==> src/rtl/pc_unit_pkg.sv <==
// Shared constants for the program-counter unit.
// Reset address, fetch stride, branch offset scaling and PC-select codes.
package pc_unit_pkg;

    localparam int          PC_WIDTH        = 32;
    localparam logic [31:0] PC_RESET        = 32'h0000_0000;
    localparam int          PC_INSTR_BYTES  = 4;
    localparam int          PC_OFFSET_SHIFT = 2;

    localparam logic PCSRC_SEQ    = 1'b0;
    localparam logic PCSRC_BRANCH = 1'b1;

endpackage

==> src/rtl/pc_next_calc.sv <==
// Next fetch address: sequential PC+stride, or PC-relative branch target.
// Purely combinational; all arithmetic wraps modulo 2^WIDTH.
module pc_next_calc
    import pc_unit_pkg::*;
#(
    parameter int WIDTH        = PC_WIDTH,
    parameter int INSTR_BYTES  = PC_INSTR_BYTES,
    parameter int OFFSET_SHIFT = PC_OFFSET_SHIFT
) (
    input  logic [WIDTH-1:0] pc,
    input  logic             pcsrc,
    input  logic [WIDTH-1:0] imm,
    output logic [WIDTH-1:0] next_pc
);

    logic [WIDTH-1:0] seq_pc;
    logic [WIDTH-1:0] br_off;

    always_comb begin
        seq_pc = pc + WIDTH'(INSTR_BYTES);
        // Word offset to byte offset; top bits fall off by design.
        br_off = imm << OFFSET_SHIFT;
        case (pcsrc)
            PCSRC_BRANCH: next_pc = seq_pc + br_off;
            default:      next_pc = seq_pc;
        endcase
    end

endmodule

==> src/rtl/pc_unit.sv <==
// Program-counter register with write enable and synchronous reset.
// PCin is the combinational next PC and is valid every cycle.
module pc_unit
    import pc_unit_pkg::*;
#(
    parameter int               WIDTH        = PC_WIDTH,
    parameter logic [WIDTH-1:0] RESET_PC     = WIDTH'(PC_RESET),
    parameter int               INSTR_BYTES  = PC_INSTR_BYTES,
    parameter int               OFFSET_SHIFT = PC_OFFSET_SHIFT
) (
    input  logic             CLK,
    input  logic             Reset,
    input  logic             PCWre,
    input  logic             PCSrc,
    input  logic [WIDTH-1:0] extendOut,
    output logic [WIDTH-1:0] PCin,
    output logic [WIDTH-1:0] PCout
);

    pc_next_calc #(
        .WIDTH        (WIDTH),
        .INSTR_BYTES  (INSTR_BYTES),
        .OFFSET_SHIFT (OFFSET_SHIFT)
    ) u_next (
        .pc      (PCout),
        .pcsrc   (PCSrc),
        .imm     (extendOut),
        .next_pc (PCin)
    );

    always_ff @(posedge CLK) begin
        if (Reset) begin
            PCout <= RESET_PC;
        end else if (PCWre) begin
            PCout <= PCin;
        end
    end

endmodule

==> config.mk <==
export PLATFORM = sky130hd
export DESIGN_NAME = pc_unit
export DESIGN_NICKNAME = d
export VERILOG_FILES = /design/src/rtl/pc_unit_pkg.sv /design/src/rtl/pc_next_calc.sv /design/src/rtl/pc_unit.sv
export SDC_FILE = /design/constraint.sdc
export NUM_CORES = 1
export LEC_CHECK = 0
export BUFFER_PORTS_ARGS = -buffer_cell sky130_fd_sc_hd__buf_4
export CAP_MARGIN = 20
export CORE_MARGIN = 2
export CORE_UTILIZATION = 50
export DETAILED_ROUTE_END_ITERATION = 8
export GPL_ROUTABILITY_DRIVEN = 0
export PLACE_DENSITY = 0.87
export SLEW_MARGIN = 10
export SYNTH_ARGS = -nofsm -noshare
export SYNTH_HDL_FRONTEND = slang
export SYNTH_SLANG_ARGS = --single-unit
==> constraint.sdc <==
create_clock -name CLK -period 10.6 [get_ports CLK]
set_input_delay 1.06 -clock CLK [delete_from_list [all_inputs] [get_ports CLK]]
set_output_delay 1.06 -clock CLK [all_outputs]
set_load 0.05 [all_outputs]
==> reports/qor.txt <==
Category of the worst setup path launch point = register
TritonCTS clock tree = done
Std-Cell Core Area = 7770 µm²
H-Tree Level Count = 2
Clk_lat worst skew = 290 ps
Number of synthesized flops with an enable pin = 0
First-pass GRT wire length = 19900 µm
Top achievable clock speed = 0.178 GHz
Overall power = 0.614 mW
Cell depth of the worst hold path = 2
Worst Path Max Fanout = 8
Sequential element share of the synthesized area = 14.9%
Mapped Cells = 576
Setup skew after layout = 7.49 ps
Std cell rows = 32
Worst Reg-to-Reg Cells = 13
Register with the highest flop count = PCout
Initial Util = 52.0%
# DRC = 0
Post_cts resized = 0
Ratio of cells with drive above 1 in the final layout = 18.1%
Worst Path Required = 9540 ps
DR pass1 iterations = 5
Post-CTS setup buffer count = 0
Total routing resource utilization after global routing = 28.0%
Critical path class = register to output pin
Inserted Diodes = 0
Cell area after synthesis = 4040 µm²
Warnings, synthesis = 0
Clock transition at the registers of the reported paths = 70 ps
Die ar. = 8810 µm²
Worst Tran Pin Value = 772 ps
Part of the cycle the worst path needs = 53.1%
Hold_buf cts = 0
Data arrival at the endpoint of the critical path = 4570 ps
# nets final = 718
Number of slew-limit violations in the final report = 0
CTS Root Cell = sky130_fd_sc_hd__clkbuf_8
Antenna violations before repair = 0
Share of flip-flops with an asynchronous set or reset after synthesis = 0%
Largest net degree at the start of global routing = 81
Via count of the first global-routing pass = 4148
Max capacitance violation total = 0
Global-route congestion overflow total = 0
Synth top area cells = sky130_fd_sc_hd__dfxtp_1 15%, sky130_fd_sc_hd__ha_1 11%, sky130_fd_sc_hd__nor2_1 6.8%
Number of distinct library cell variants in the gate-level netlist after synthesis = 63
Layout overhead on the synthesized area = 19.3%
Initial DRC Count = 464
Setup repair after global routing missed its margin = no
Height of the chip = 93.9 µm
Clock buffers created by TritonCTS = 5
Most frequent cell after synthesis = sky130_fd_sc_hd__nor2_1
Leakage power figure = 2.36 nW
Class of the tightest hold or removal check = register to register
Drt wl/cell = 16.7 µm
TritonCTS Sinks = 30
Main synth FF type = sky130_fd_sc_hd__dfxtp_1
Die boundary width = 93.9 µm
Fin Setup TNS = 0 ps
Capturing element type of the critical path = output pin
Avg Synthesized Cell Area = 7.01 µm²
Number of flip-flops in the largest register = 30
Largest registers = PCout x30
Post-synth top cells = 73 x sky130_fd_sc_hd__nor2_1, 53 x sky130_fd_sc_hd__a21oi_1, 52 x sky130_fd_sc_hd__nand2_1, 37 x sky130_fd_sc_hd__ha_1, 30 x sky130_fd_sc_hd__dfxtp_1
Port Buffer Count = 93
Share of the synthesized area in the top cell type = 14.9%
Relative slew slack = 48.5%
Count of boundary I/O pins = 100
Number of failing setup endpoints in the final timing report = 0
Dpl hpwl = 9570 µm
Antenna Nets Post-Route = 0
FF+latch count, synth = 30
Hold_ws = 532 ps
Result of the run = completed
Routed WL = 12500 µm
Top cell type by total area after synthesis = sky130_fd_sc_hd__dfxtp_1
Routed vias = 4664
Longest Clk Path Bufs = 2
Peak supply drop = 0.0811 mV
Power density relative to cell area = 127 nW/µm²
Number of hold violations in the final report = 0
Via count normalized by instance count = 6.24
Final critical path time including I/O delays and setup = 5630 ps
## layout by cell type, fill, tap and decap left out, drive strengths merged, types with 3 or more instances in the layout
| cell type | instances |
|---|---|
| nand4 | 14 |
| nor4 | 9 |
| xor2 | 23 |
| a211oi | 7 |
| inv | 23 |
| nand2 | 53 |
| and3 | 12 |
| and4 | 6 |
| o211a | 6 |
| nor3 | 23 |
| clkbuf | 6 |
| dfxtp | 30 |
| xnor2 | 26 |
| o21a | 8 |
| or3 | 3 |
| nor2 | 73 |
| mux2 | 4 |
| o21bai | 6 |
| mux2i | 8 |
| nand3 | 25 |
| a311oi | 4 |
| a21oi | 53 |
| ha | 37 |
| o211ai | 4 |
| o21ai | 24 |
| conb | 4 |
| buf | 93 |
| a21o | 16 |
| or2 | 7 |
| nand3b | 4 |
| a31oi | 5 |
## report_power, final
group / switching [mW] / internal [mW]
Sequential: 0.0166 / 0.123
Clock: 0.0485 / 0.0522
Combinational: 0.248 / 0.126
## path summary, 6_finish.rpt
kind                              start                endpoint  slack (ps)
hold / removal    PCout[9]$_SDFFE_PP0P_   PCout[9]$_SDFFE_PP0P_         530
setup / recovery  PCout[2]$_SDFFE_PP0P_                PCin[31]        4970
hold reg to reg   PCout[9]$_SDFFE_PP0P_   PCout[9]$_SDFFE_PP0P_         530
setup reg to reg  PCout[2]$_SDFFE_PP0P_  PCout[31]$_SDFFE_PP0P_        6650
## area by class of cell
cell class / instances / area [µm²]
multi-input combinational: 491 / 3210
fill: 696 / 2950
timing repair buffer: 93 / 698
sequential: 30 / 601
tap: 102 / 128
inverter: 23 / 86.3
clock buffer: 6 / 82.6
clock inverter: 2 / 12.5
## metal layers
layer / global-route usage (%) / vias up / share of wire (%)
li1: - / 2207 / -
met1: 38.1 / 2167 / 42
met2: 46.3 / 257 / 47
met3: 3.21 / 33 / 8.9
met4: 8.94 / 0 / 2.6
met5: 0 / - / 0
## stage by stage
stage	utilization, %	worst slack [ps]	instances	instance area (µm²)
2_1_floorplan	-	5210	579	4050
3_3_place_gp	60.8	5540	739	4720
3_5_place_dp	60.8	5440	739	4720
4_1_cts	62.0	5070	747	4820
5_1_grt	62.0	4790	747	4820
6_report	62.0	4970	747	4820
## cell families after synthesis
group,share of synthesized area [%]
buffers and inverters,5.95
other,0.0928
and+or+nand+nor,28.3
xor gates and xnor gates,11.2
DFF,14.9
muxes,3.19
adders and majority gates,12.0
AOI/OAI and AO/OA,24.4
## critical path: stages (launching register included)
cell and delay [ps]:
sky130_fd_sc_hd__dfxtp_1 480, sky130_fd_sc_hd__ha_1 270, sky130_fd_sc_hd__and3_1 280, sky130_fd_sc_hd__and3_1 300, sky130_fd_sc_hd__xor2_1 300, sky130_fd_sc_hd__ha_1 350
sky130_fd_sc_hd__nand4_1 230, sky130_fd_sc_hd__nor3b_1 320, sky130_fd_sc_hd__o2111a_1 280, sky130_fd_sc_hd__nor3_1 110, sky130_fd_sc_hd__o31ai_1 390, sky130_fd_sc_hd__xor2_1 280
sky130_fd_sc_hd__nand2_1 110, sky130_fd_sc_hd__xnor3_1 370, sky130_fd_sc_hd__buf_4 200
Power figures use the tool's default switching activity.
